`config.mk`:
```
export PLATFORM = sky130hd
export DESIGN_NAME = multicycle_controller
export DESIGN_NICKNAME = d
export VERILOG_FILES = /design/src/rtl/multicycle_controller.sv
export SDC_FILE = /design/constraint.sdc
export NUM_CORES = 1
export LEC_CHECK = 0
export BUFFER_PORTS_ARGS = -buffer_cell sky130_fd_sc_hd__buf_4
export CAP_MARGIN = 20
export CORE_MARGIN = 2
export CORE_UTILIZATION = 34
export DETAILED_ROUTE_END_ITERATION = 16
export HOLD_SLACK_MARGIN = 0.12
export PLACE_DENSITY = 0.71
export SLEW_MARGIN = 20
export SYNTH_ARGS = -nofsm -noshare
export SYNTH_HDL_FRONTEND = slang
export SYNTH_SLANG_ARGS = --single-unit
```
`constraint.sdc`:
```
create_clock -name clk -period 1.2 [get_ports clk]
set_input_delay 0.12 -clock clk [delete_from_list [all_inputs] [get_ports clk]]
set_output_delay 0.12 -clock clk [all_outputs]
set_load 0.01 [all_outputs]
```
`src/rtl/multicycle_controller.sv`:
```
// Moore FSM sequencing a shared-memory multi-cycle RV32I datapath (lw, sw, R/I ALU, beq, jal).
// Optional MEM_WAIT_EN: FETCH, MEMREAD and MEMWRITE stall until mem_ready is high.
module multicycle_controller #(
  parameter int STATE_W = 4
) (
  input  logic               clk,
  input  logic               rst_n,
  input  logic [6:0]         op,
  input  logic [2:0]         func3,
  input  logic [6:0]         func7,
  input  logic               alu_zero,
  input  logic               mem_ready,
  output logic               pc_write,
  output logic               adr_src,
  output logic               mem_write,
  output logic               ir_write,
  output logic [1:0]         result_src,
  output logic [1:0]         alu_src_a,
  output logic [1:0]         alu_src_b,
  output logic [1:0]         imm_src,
  output logic [2:0]         alu_ctrl,
  output logic               reg_write,
  output logic [STATE_W-1:0] state
);

  typedef enum logic [STATE_W-1:0] {
    S_FETCH, S_DECODE, S_MEMADR, S_MEMREAD, S_MEMWB, S_MEMWRITE,
    S_EXECR, S_EXECI, S_ALUWB, S_BEQ, S_JAL
  } state_t;

  localparam logic [6:0] OP_LW   = 7'b0000011;
  localparam logic [6:0] OP_SW   = 7'b0100011;
  localparam logic [6:0] OP_R    = 7'b0110011;
  localparam logic [6:0] OP_I    = 7'b0010011;
  localparam logic [6:0] OP_BEQ  = 7'b1100011;
  localparam logic [6:0] OP_JAL  = 7'b1101111;

  state_t     cur_state, nxt_state;
  logic       mem_go;
  logic       pc_update, branch, ir_wr, mem_wr, reg_wr;
  logic [1:0] alu_op;
  logic       unused_inputs;

`ifdef MEM_WAIT_EN
  assign mem_go        = mem_ready;
  assign unused_inputs = ^{func7[6], func7[4:0]};
`else
  assign mem_go        = 1'b1;
  assign unused_inputs = ^{func7[6], func7[4:0], mem_ready};
`endif

  always_ff @(posedge clk or negedge rst_n) begin
    if (!rst_n) cur_state <= S_FETCH;
    else        cur_state <= nxt_state;
  end

  always_comb begin
    nxt_state  = S_FETCH;
    pc_update  = 1'b0;
    branch     = 1'b0;
    ir_wr      = 1'b0;
    mem_wr     = 1'b0;
    reg_wr     = 1'b0;
    adr_src    = 1'b0;
    result_src = 2'b00;
    alu_src_a  = 2'b00;
    alu_src_b  = 2'b00;
    alu_op     = 2'b00;
    case (cur_state)
      S_FETCH: begin
        alu_src_b  = 2'b10;
        result_src = 2'b10;
        if (mem_go) begin
          ir_wr     = 1'b1;
          pc_update = 1'b1;
          nxt_state = S_DECODE;
        end else begin
          nxt_state = S_FETCH;
        end
      end
      S_DECODE: begin
        alu_src_a = 2'b01;
        alu_src_b = 2'b01;
        case (op)
          OP_LW, OP_SW: nxt_state = S_MEMADR;
          OP_R:         nxt_state = S_EXECR;
          OP_I:         nxt_state = S_EXECI;
          OP_BEQ:       nxt_state = S_BEQ;
          OP_JAL:       nxt_state = S_JAL;
          default:      nxt_state = S_FETCH;
        endcase
      end
      S_MEMADR: begin
        alu_src_a = 2'b10;
        alu_src_b = 2'b01;
        nxt_state = (op == OP_SW) ? S_MEMWRITE : S_MEMREAD;
      end
      S_MEMREAD: begin
        adr_src   = 1'b1;
        nxt_state = mem_go ? S_MEMWB : S_MEMREAD;
      end
      S_MEMWB: begin
        result_src = 2'b01;
        reg_wr     = 1'b1;
      end
      S_MEMWRITE: begin
        adr_src   = 1'b1;
        mem_wr    = 1'b1;
        nxt_state = mem_go ? S_FETCH : S_MEMWRITE;
      end
      S_EXECR: begin
        alu_src_a = 2'b10;
        alu_op    = 2'b10;
        nxt_state = S_ALUWB;
      end
      S_EXECI: begin
        alu_src_a = 2'b10;
        alu_src_b = 2'b01;
        alu_op    = 2'b10;
        nxt_state = S_ALUWB;
      end
      S_ALUWB: reg_wr = 1'b1;
      S_BEQ: begin
        alu_src_a = 2'b10;
        alu_op    = 2'b01;
        branch    = 1'b1;
      end
      S_JAL: begin
        alu_src_a = 2'b01;
        alu_src_b = 2'b10;
        pc_update = 1'b1;
        nxt_state = S_ALUWB;
      end
      default: nxt_state = S_FETCH;
    endcase
  end

  always_comb begin
    case (op)
      OP_SW:   imm_src = 2'b01;
      OP_BEQ:  imm_src = 2'b10;
      OP_JAL:  imm_src = 2'b11;
      default: imm_src = 2'b00;
    endcase
  end

  // Only R-type (op[5]=1) may subtract on func3=000; addi ignores func7.
  always_comb begin
    case (alu_op)
      2'b00: alu_ctrl = 3'b000;
      2'b01: alu_ctrl = 3'b001;
      2'b10: begin
        case (func3)
          3'b000:  alu_ctrl = (op[5] & func7[5]) ? 3'b001 : 3'b000;
          3'b010:  alu_ctrl = 3'b101;
          3'b110:  alu_ctrl = 3'b011;
          3'b111:  alu_ctrl = 3'b010;
          default: alu_ctrl = 3'b111;
        endcase
      end
      default: alu_ctrl = 3'b111;
    endcase
  end

  // Strobes are gated by rst_n so nothing commits while reset is held.
  assign pc_write  = rst_n & (pc_update | (branch & alu_zero));
  assign ir_write  = rst_n & ir_wr;
  assign mem_write = rst_n & mem_wr;
  assign reg_write = rst_n & reg_wr;
  assign state     = cur_state;

endmodule
```
Word-level counts from Yosys, hierarchy flattened
Index checks and enable logic that the tools add are counted.
- output and inout port bits: 20
- input port bits: 21
- word-level logic and storage cells: 58
- register bits after elaboration: 4
- equal/unequal tests: 21
- bitwise gates (word level): 7
- multiplexer cells: 17
- reductions and logical operators: 12
- operators with widths (cell ; number):
    $pmux W4 S5 ; 2
    $eq A4 B3 Y1 const B ; 4
    $pmux W2 S2 ; 4
    $eq A7 B6 Y1 const B ; 2
    $eq A7 B7 Y1 const B ; 2
    $eq A4 B4 Y1 const B ; 3
    $pmux W3 S4 ; 1
    $reduce_or A2 Y1 ; 6
    $pmux W3 S3 ; 1
    $eq A4 B2 Y1 const B ; 2
    $eq A7 B2 Y1 const B ; 1
    $eq A7 B5 Y1 const B ; 1
    $mux W1 ; 7
    $and A1 B1 Y1 ; 6
    $eq A3 B3 Y1 const B ; 2
    $pmux W2 S3 ; 1
    $reduce_or A3 Y1 ; 2
    $eq A4 B1 Y1 const B ; 1
    $logic_not A4 Y1 ; 1
    $reduce_or A4 Y1 ; 1
    $eq A3 B2 Y1 const B ; 1
    $logic_not A3 Y1 ; 1
    $mux W3 ; 1
    $eq A2 B1 Y1 const B ; 1
    other kinds (3) ; 3

Logic depth before layout (Yosys ltp)
Gate-level depths: netlist of run 1.
- depth after elaboration: 5
- depth in mapped cells: 4
- depth with buffers taken out: 3

Worst setup path after synthesis of run 1
Ideal clock, no wire load.
- path kind: flip-flop to output port
- start point: register cur_state[3], in the netlist state[3]
- end point: output ir_write
- path slack: -241 ps
- buffers on the path: 1
- arrival: 1321 ps
- stages on the path, launching flop included: 4
- cells stage by stage: dfrtp_1 buf_4 nor4_1 and2_1
- longest elaborated chain between the ends: 3
- RTL lines (what ; RTL line ; text):
    from (decl) ; 38 ; state_t cur_state, nxt_state;
    from (signal assigned) ; 54 ; else cur_state <= nxt_state;
    $logic_not A4 Y1 ; 69 ; case (cur_state)
    $mux W1 ; 69 ;
    $and A1 B1 Y1 ; 167 ; assign ir_write = rst_n & ir_wr;
    to (decl) ; 16 ; output logic ir_write,
Every way passes these cells.

Worst setup path in the final report of run 1
- start point: register cur_state[3], in the netlist state[3]
- end point: output alu_src_a[0]
- longest elaborated chain between the ends: 3
- elaborated cells on any way between the ends: 9
- those cells by class: eq/ne (6); mux (1); reduce/logical (2)
- RTL lines (what ; RTL line ; text):
    $eq A4 B4 Y1, or another cell as far along ; 69 ;
    $reduce_or A4 Y1 (no source line) or $reduce_or A2 Y1 (tied branches) ; n/a ;
    $pmux W2 S2 (*) ; 69 ;
    to (decl) ; 18 ; output logic [1:0] alu_src_a,
Every way passes the cells marked *; elsewhere a longest branch is shown, timed or not.

==> results of run 1 <==
## where the power goes
part | total [mW] | leakage [nW] | switching [mW] | internal [mW]
Combinational | 1.27 | 0.507 | 0.556 | 0.712
Clock | 0.197 | 0.0150 | 0.0708 | 0.126
Sequential | 0.210 | 0.0474 | 0.0457 | 0.164
## metal layers
metal  GRT usage (%)  routed length (um)  vias to the layer above
li1                -                   -                      376
met1            22.7                 784                      388
met5               0                   0                        -
met2            44.7                1300                       34
met3            2.50                 101                        3
met4            9.09                  23                        0
## final cells by class
cell class,instances,area [um^2],area share [%]
Timing Repair Buffer,59,513,43.3
Multi-Input combinational cell,58,504,42.6
Inverter,4,15.0,1.27
Clock buffer,4,26.3,2.22
Sequential cell,4,105,8.88
Tap cell,16,20.0,1.69
## worst max path at each step
stage | end | cells past startpoint
floorplan | ir_write | 3
global placement | alu_src_a[0] | 4
detailed placement | pc_write | 4
CTS | reg_write | 4
global route | alu_src_a[0] | 4
finish | alu_src_a[0] | 4
## critical path, stage by stage (launching register included)
cell     delay [ns]
dfrtp_2        0.43
inv_1          0.08
or3_4          0.37
a21oi_4        0.15
buf_6          0.12
## cell families after synthesis
family          count (synthesis)  share of synthesized area [%]
compound gates                 17                           22.1
flops                           4                           18.8
xor+xnor                        5                           8.24
buf+inv                         9                           9.65
simple gates                   36                           41.2
## cells in the mapped netlist (3+ instances only)
library cell / number
a21oi_1: 4
nor2b_1: 3
dfrtp_1: 4
xnor2_1: 3
inv_1: 4
and3_1: 4
nor3b_1: 3
nor2_1: 5
nand2_1: 4
## repair_timing
action,4_1_cts,5_1_grt
endpoints found under the hold margin,4,0
endpoints found under the setup margin,16,18
resized for setup,19,19
setup buffers,7,2
hold buffers,1,0
pin swaps,7,13
## metrics by stage
| step | utilization [%] | hold WS [ns] | std cells | instance area (um^2) | setup WS (ns) |
|---|---|---|---|---|---|
| floorplan | - | -0.176 | 71 | 592 | -0.109 |
| CTS | 73.5 | 0.163 | 143 | 1090 | -0.311 |
| global route | 79.5 | 0.212 | 145 | 1180 | -0.358 |
| global placement | 63.4 | -0.0683 | 132 | 945 | -0.0768 |
| detailed placement | 63.4 | -0.0642 | 132 | 945 | -0.0962 |
| finish | 79.5 | 0.194 | 145 | 1180 | -0.319 |
==> summary.txt, run 1 <==
Cells and area
  – Most common cell after layout, fill and taps aside: buf_4
  – Max reg flops: 4
  – Nets: 151
  – Fill count: 84
  – Most frequent cells in the layout: buf_4 (40), buf_6 (18), and3_1 (4), nor2_1 (4), dfrtp_2 (4)
  – Fraction of layout cells with a size suffix above 1: 66.7%
  – N_diodes: 0
  – Area Growth Syn to Fin: 123%

CTS
  – Clock buffer count from CTS: 3
  – H-tree depth: 1
  – # clock sinks: 4
  – CTS Root Buffer Type: clkbuf_4
  – Reg clk slew, reported paths: 0.05 ns
  – TritonCTS clock tree: built
  – Clk buf depth: 2
  – Clk Latency, worst-skew pair: 0.25 ns

Synthesis
  – Cell taking the most area after synthesis: dfrtp_1
  – Cell area after synthesis: 532 um^2
  – Post-Syn Instances: 71
  – Share of flip-flops with an asynchronous set or reset: 100%
  – Synthesized Nets: 92
  – Post-synth top area share: 18.8%
  – Number of enable flip-flop cells after synthesis: 0
  – Synth area leaders: dfrtp_1 (19%), xnor2_1 (4.9%), and3_1 (4.7%)
  – Register bit total from synthesis: 4
  – Yosys warnings: 0
  – Netlist cell types: 36
  – Synth Area per Inst: 7.49 um^2
  – Sequential share of the synthesized area: 18.8%
  – Top FF cell, synth: dfrtp_1

Global routing
  – Initial antenna violation count: 0
  – Vias in the first global route: 774
  – Largest net degree at the start of global routing: 7
  – Overflow after GRT: 0
  – GRT Total Usage: 22.4%
  – First-pass GRT wire length: 3.23 mm

Die
  – Ports: 41
  – Die width: 43.5 um
  – Initial Util: 35.7%
  – Die area: 1900 um^2
  – FP Rows: 14
  – Core area: 1490 um^2
  – Die Ht: 43.5 um

Power and ir drop
  – Tot Pwr: 1.67 mW
  – Pwr/cell area: 1410 nW/um^2
  – VDD IR-drop max: 879 uV
  – Static Leak: 0.569 nW

Setup path
  – Nature of the critical path startpoint: register
  – RR Endpoint: state[1]
  – Worst EP required: 1.08 ns
  – Worst-path fanout max: 6
  – WS Path Type: reg2out
  – R2r startpoint: state[3]
  – Reg2Reg Setup Slack: -0.20 ns
  – Crit path arrival time: 1.40 ns
  – Worst Setup SP: state[3]
  – Worst setup EP type: output pin
  – FF-to-FF path depth: 4

Drt
  – Pre-antenna DRT Iters: 4
  – Total Wirelength: 2.21 mm
  – Remaining DRCs: 0
  – Antenna viol nets, final: 0
  – DRT iter0 DRCs: 6
  – Vias: 801
  – Per-cell routed wire length: 15.2 um
  – Vias per cell: 5.52

Timing
  – Final Max Slew Viols: 0
  – Final setup margin: -0.319 ns
  – Period utilization: 127%
  – Minimum clock period after layout: 1.52 ns
  – Setup violators final: 17
  – Hold Fails Final Rpt: 0
  – F_max: 658 MHz
  – RSZ-0062 raised after global routing: true
  – Worst slew margin: 82.5%
  – Setup TNS: -3.68 ns
  – Worst slew pin tran: 0.261 ns
  – Fin Clk Skew: 0.0106 ns

Hold path
  – Worst Hold Class: in2reg
  – Worst Hold End: state[2]
  – Hold wc startpoint: op[4]
  – Cells on Worst Hold Path: 3

Placed design
  – Port Buf Inserts: 33
  – Gp weighted congestion: 0.807
  – HPWL Detailed: 1.42 mm

Flow run
  – # Max-Cap Violations: 0

Outcome
  – Failing checks: negative setup slack
  – Run status: finished, violations left
Note: power is estimated with default switching activity, not from simulation.
==> inputs of run 2 (changes only) <==
Settings changed: CORE_UTILIZATION 34 to 35, PLACE_DENSITY 0.71 to unset, PLACE_DENSITY_LB_ADDON set to 0.05.
Clock period 1.2 ns to 1.9 ns, I/O delays scaled along.
==> run 2 against run 1 <==
- the flow now finishes without violations
- first-iteration DRC count decreased by 50%
- routed wire length shrank 37%
- critical path type unchanged
- critical endpoint is now alu_src_a[1]
- cell count fell by 14%
- register-to-register slack better by 0.71 ns
- final area fell by 30%
- setup slack better by 0.46 ns
- critical path depth increased by 1
==> summary.txt, run 2 (same netlist as run 1, synthesis figures left out) <==
CTS
  – Clk Latency, worst-skew pair: 0.24 ns
  – PostCTS Resize Cnt: 0
  – Reg clk slew, reported paths: 0.04 ns
  – Hold_buf cts: 1
  – TritonCTS clock tree: built
  – CTS Root Buffer Type: clkbuf_4
  – Clk buf depth: 2
  – Clock buffer count from CTS: 3
  – # clock sinks: 4
  – Post-CTS setup buffers: 0
  – H-tree depth: 1

Power and ir drop
  – Pint: 394 uW
  – Clock network power share: 16.1%
  – Pwr/cell area: 794 nW/um^2
  – Sw Share: 40.4%
  – Static Leak: 0.417 nW
  – Sequential Power Share: 20.7%
  – VDD IR-drop max: 275 uV
  – Gate power share: 63.2%
  – Net Switching: 267 uW

Die
  – Die area: 1850 um^2
  – Die Ht: 43.0 um
  – Core area: 1470 um^2
  – FP Rows: 14
  – Initial Util: 36.1%
  – Ports: 41
  – Die width: 43.0 um

Setup path
  – Reg2Reg Setup Slack: 0.51 ns
  – CP max stage cell: dfrtp_1
  – WS Path Type: reg2out
  – FF-to-FF path depth: 4
  – R2r startpoint: state[2]
  – Nature of the critical path startpoint: register
  – Worst EP required: 1.71 ns
  – Most frequent cell on the critical path: buf_4
  – Worst-path fanout max: 10
  – Crit path arrival time: 1.57 ns
  – CP peak stage delay: 0.42 ns
  – RR Endpoint: state[3]
  – Worst setup EP type: output pin
  – Cell Chain, Critical Path: buf_4, nor3b_1, nand2_1, o31ai_1, buf_4

Timing
  – Fin Clk Skew: 0.00359 ns
  – Setup violators final: 0
  – F_max: 569 MHz
  – Final Max Slew Viols: 0
  – Hold_ws: 0.270 ns
  – Hold Fails Final Rpt: 0
  – Worst slew margin: 75.5%
  – Worst slew pin tran: 0.367 ns
  – Period utilization: 92.5%
  – Setup TNS: 0 ns
  – Minimum clock period after layout: 1.76 ns
  – RSZ-0062 raised after global routing: false

Drt
  – DRT iter0 DRCs: 3
  – Total Wirelength: 1.40 mm
  – Remaining DRCs: 0
  – Vias: 664
  – Per-cell routed wire length: 11.3 um
  – Pre-antenna DRT Iters: 4
  – Antenna viol nets, final: 0
  – Vias per cell: 5.35

Outcome
  – Run status: complete, no violations

Global routing
  – Overflow after GRT: 0
  – GRT Total Usage: 15.3%
  – Largest net degree at the start of global routing: 13
  – Vias in the first global route: 577
  – GRT met2 Usage: 24.2%
  – First-pass GRT wire length: 2.21 mm
  – Initial antenna violation count: 0
  – Met1 usage: 20.9%
  – GR Util met3: 0.426%
  – Gr busiest metal: met2

Cells and area
  – Storage cell area: 100 um^2
  – Fill count: 153
  – N_diodes: 0
  – Most common cell after layout, fill and taps aside: buf_4
  – Area Growth Syn to Fin: 56.7%
  – Fraction of layout cells with a size suffix above 1: 38.9%
  – Area of the multi-input gates: 380 um^2
  – Most frequent cells in the layout: buf_4 (38), nor2_1 (5)
  – Max reg flops: 4
  – Nets: 131

Placed design
  – Port Buf Inserts: 33
  – Gp weighted congestion: 0.744

Hold path
  – Worst Hold End: state[2]
  – Cells on Worst Hold Path: 3
  – Hold wc startpoint: op[4]
  – Worst Hold Class: in2reg

Flow run
  – # Max-Cap Violations: 0
run 2: area by class of cell:
cell class	count	share of cell area [%]
inverter	4	1.80
timing repair buffer	39	35.4
multi-input combinational	58	45.6
clock buffer	3	2.70
sequential	4	12.0
tap	16	2.40
run 2: through the flow:
stage / area [um^2] / power, mW / utilization [%] / cells / setup WS [ns]
after floorplan: 532 / 0.369 / - / 71 / 0.389
after global placement: 801 / 0.551 / 54.4 / 120 / 0.407
after detailed placement: 801 / 0.556 / 54.4 / 120 / 0.387
after CTS: 833 / 0.668 / 56.6 / 124 / 0.130
after global routing: 833 / 0.713 / 56.6 / 124 / 0.0426
final: 833 / 0.661 / 56.6 / 124 / 0.143
run 2: per-layer routing:
layer  routed length, um  vias to the layer above  share of wire (%)
met5                   0                        -                  0
met4                  16                        0                1.1
met3                 101                        2                7.2
met2                 627                       34                 45
li1                    -                      337                  -
met1                 657                      291                 47
run 2: how the worst max path moves through the flow:
stage              from            to  slack [ns]  cells past startpoint
4_1_cts        state[2]   alu_ctrl[0]        0.13                      5
5_1_grt        state[2]   alu_ctrl[0]        0.04                      5
3_3_place_gp   state[2]  alu_src_a[1]        0.41                      5
6_report       state[2]  alu_src_a[1]        0.14                      5
2_1_floorplan  state[3]      ir_write        0.39                      3
3_5_place_dp   state[2]   alu_ctrl[0]        0.39                      5
run 2: worst max-delay path, delay by kind of cell (launching register included):
| family | cells | cell delay (ns) |
|---|---|---|
| AND/OR/NAND/NOR | 2 | 0.47 |
| flip-flops | 1 | 0.42 |
| buffers and inverters | 2 | 0.35 |
| AO/OA/AOI/OAI | 1 | 0.09 |
run 2: power groups by stage:
stage / sequential (mW) / combinational (mW) / clock, mW
2_1_floorplan: 0.118 / 0.251 / 0
3_3_place_gp: 0.137 / 0.414 / 0
3_5_place_dp: 0.137 / 0.419 / 0
4_1_cts: 0.136 / 0.423 / 0.110
5_1_grt: 0.143 / 0.458 / 0.112
6_report: 0.137 / 0.418 / 0.107
==> inputs of run 3 (changes only) <==
Settings changed: CORE_MARGIN 2 to unset, CTS_CLUSTER_DIAMETER set to 50, GPL_ROUTABILITY_DRIVEN set to 1.
==> run 3 against run 2 <==
- sequential cell count is the same
- final area shrank 0.45%
- largest cell class unchanged
- sequential power grew 9%
- critical path type unchanged
- register-to-register slack lost 0.13 ns
==> summary.txt, run 3 (same netlist as run 1, synthesis figures left out) <==
Hold path
  – Cells on Worst Hold Path: 3
  – Hold wc startpoint: op[4]
  – Worst Hold Class: in2reg

Setup path
  – CP bufs+invs: 2
  – Cell Chain, Critical Path: inv_1, or3_1, a21oi_1, buf_4
  – RR Endpoint: state[1]
  – Worst setup path endpoint: alu_src_a[0]
  – Reg2Reg Setup Slack: 0.38 ns
  – Worst setup EP type: output pin
  – WS Path Type: reg2out
  – Worst Setup SP: state[1]
  – Worst EP required: 1.71 ns
  – FF-to-FF path depth: 4
  – R2r startpoint: state[1]
  – CP top delay family: flip-flops
  – Worst-path fanout max: 7
  – Worst path depth: 4
  – Nature of the critical path startpoint: register
  – CP peak stage delay: 0.50 ns
  – CP max stage cell: dfrtp_1
  – Crit path arrival time: 1.63 ns

CTS
  – CTS Root Buffer Type: clkbuf_4
  – # clock sinks: 4
  – Clk buf depth: 2
  – TritonCTS clock tree: built
  – H-tree depth: 1
  – Clock buffer count from CTS: 3
  – Reg clk slew, reported paths: 0.04 ns
  – Clk Latency, worst-skew pair: 0.24 ns
  – Post-CTS setup buffers: 0

Timing
  – Minimum clock period after layout: 1.82 ns
  – Worst slew margin: 73.5%
  – Setup violators final: 0
  – Final Max Slew Viols: 0
  – Hold Fails Final Rpt: 0
  – F_max: 549 MHz
  – Worst slew pin tran: 0.397 ns
  – RSZ-0062 raised after global routing: false
  – Setup TNS: 0 ns
  – Fin Clk Skew: 0.00285 ns
  – Period utilization: 95.9%

Cells and area
  – Storage cell area: 100 um^2
  – Area of the multi-input gates: 385 um^2
  – N_diodes: 0
  – Fraction of layout cells with a size suffix above 1: 39.3%
  – Fill count: 134
  – Most frequent cells in the layout: buf_4 (37), nor2_1 (5)
  – Most common cell after layout, fill and taps aside: buf_4
  – Nets: 130
  – Max reg flops: 4
  – Area Growth Syn to Fin: 56.0%

Global routing
  – GRT Total Usage: 18.8%
  – Initial antenna violation count: 0
  – Largest net degree at the start of global routing: 15
  – Vias in the first global route: 509
  – Overflow after GRT: 0
  – First-pass GRT wire length: 2.08 mm

Die
  – Initial Util: 39.4%
  – FP Rows: 13
  – Ports: 41
  – Core area: 1350 um^2
  – Die width: 41.0 um
  – Die area: 1680 um^2
  – Die Ht: 41.0 um

Power and ir drop
  – Gate power share: 61.4%
  – Pint: 395 uW
  – VDD IR-drop max: 312 uV
  – Pwr/cell area: 802 nW/um^2
  – Static Leak: 0.415 nW
  – Net Switching: 269 uW
  – Sw Share: 40.5%
  – Clock network power share: 16.0%
  – Sequential Power Share: 22.6%
  – Tot Pwr: 665 uW

Drt
  – Vias per cell: 5.42
  – Remaining DRCs: 0
  – Per-cell routed wire length: 11.4 um
  – Total Wirelength: 1.39 mm
  – Antenna viol nets, final: 0
  – Pre-antenna DRT Iters: 4
  – DRT iter0 DRCs: 6
  – Vias: 661

Placed design
  – HPWL Detailed: 1.09 mm
  – Port Buf Inserts: 33
  – Gp weighted congestion: 0.711

Flow run
  – # Max-Cap Violations: 0

Outcome
  – Run status: complete, no violations
[run 3: changes by cell type in the layout (fill, tap and decap cells not counted)]
cell     change
nor3b_1      -1
nor3b_2      +1
buf_4        -1
[run 3: final cells by class]
class                           count  area share [%]
Clock buffer                        3            2.71
Inverter                            4            1.81
Multi-Input combinational cell     58            46.5
Sequential cell                     4            12.1
Tap cell                           15            2.26
Timing Repair Buffer               38            34.7
[run 3: metrics by stage]
stage               hold slack (ns)  area (um^2)  setup slack (ns)  util (%)  instances
detailed placement          0.00274          792             0.342      58.7        118
finish                        0.276          830            0.0785      61.4        122
floorplan                    -0.106          532             0.389         -         71
global route                  0.285          830            0.0117      61.4        122
global placement            0.00249          792             0.368      58.7        118
CTS                           0.270          825            0.0894      61.1        122
[run 3: repair_timing]
item                       in CTS  in global routing
gates resized for setup         0                  1
hold endpoints to repair        4                  0
setup endpoints to repair       0                  2
hold buffers                    1                  0
[run 3: worst min path at each step]
stage | endpoint
finish | state[2]
global route | state[2]
CTS | state[2]
detailed placement | state[3]
global placement | state[3]
floorplan | state[0]
[run 3: worst reg2reg max path, delay by kind of cell, from the launching register on]
family          cells  cell delay, ns
compound gates      2            0.37
buf+inv             1            0.21
flops               1            0.50
simple gates        1            0.36
[run 3: power groups by stage]
stage	clock (mW)	sequential (mW)	combinational [mW]
6_report	0.106	0.150	0.409
5_1_grt	0.118	0.153	0.463
4_1_cts	0.107	0.148	0.408
3_5_place_dp	0	0.149	0.406
3_3_place_gp	0	0.147	0.399
2_1_floorplan	0	0.118	0.251
[run 3: layer usage]
metal | global-route usage, % | share of wire, % | vias up
li1 | - | - | 335
met3 | 2.17 | 7.2 | 2
met1 | 23.6 | 44 | 292
met5 | 0 | 0 | -
met2 | 30.9 | 47 | 32
met4 | 10.0 | 1.2 | 0
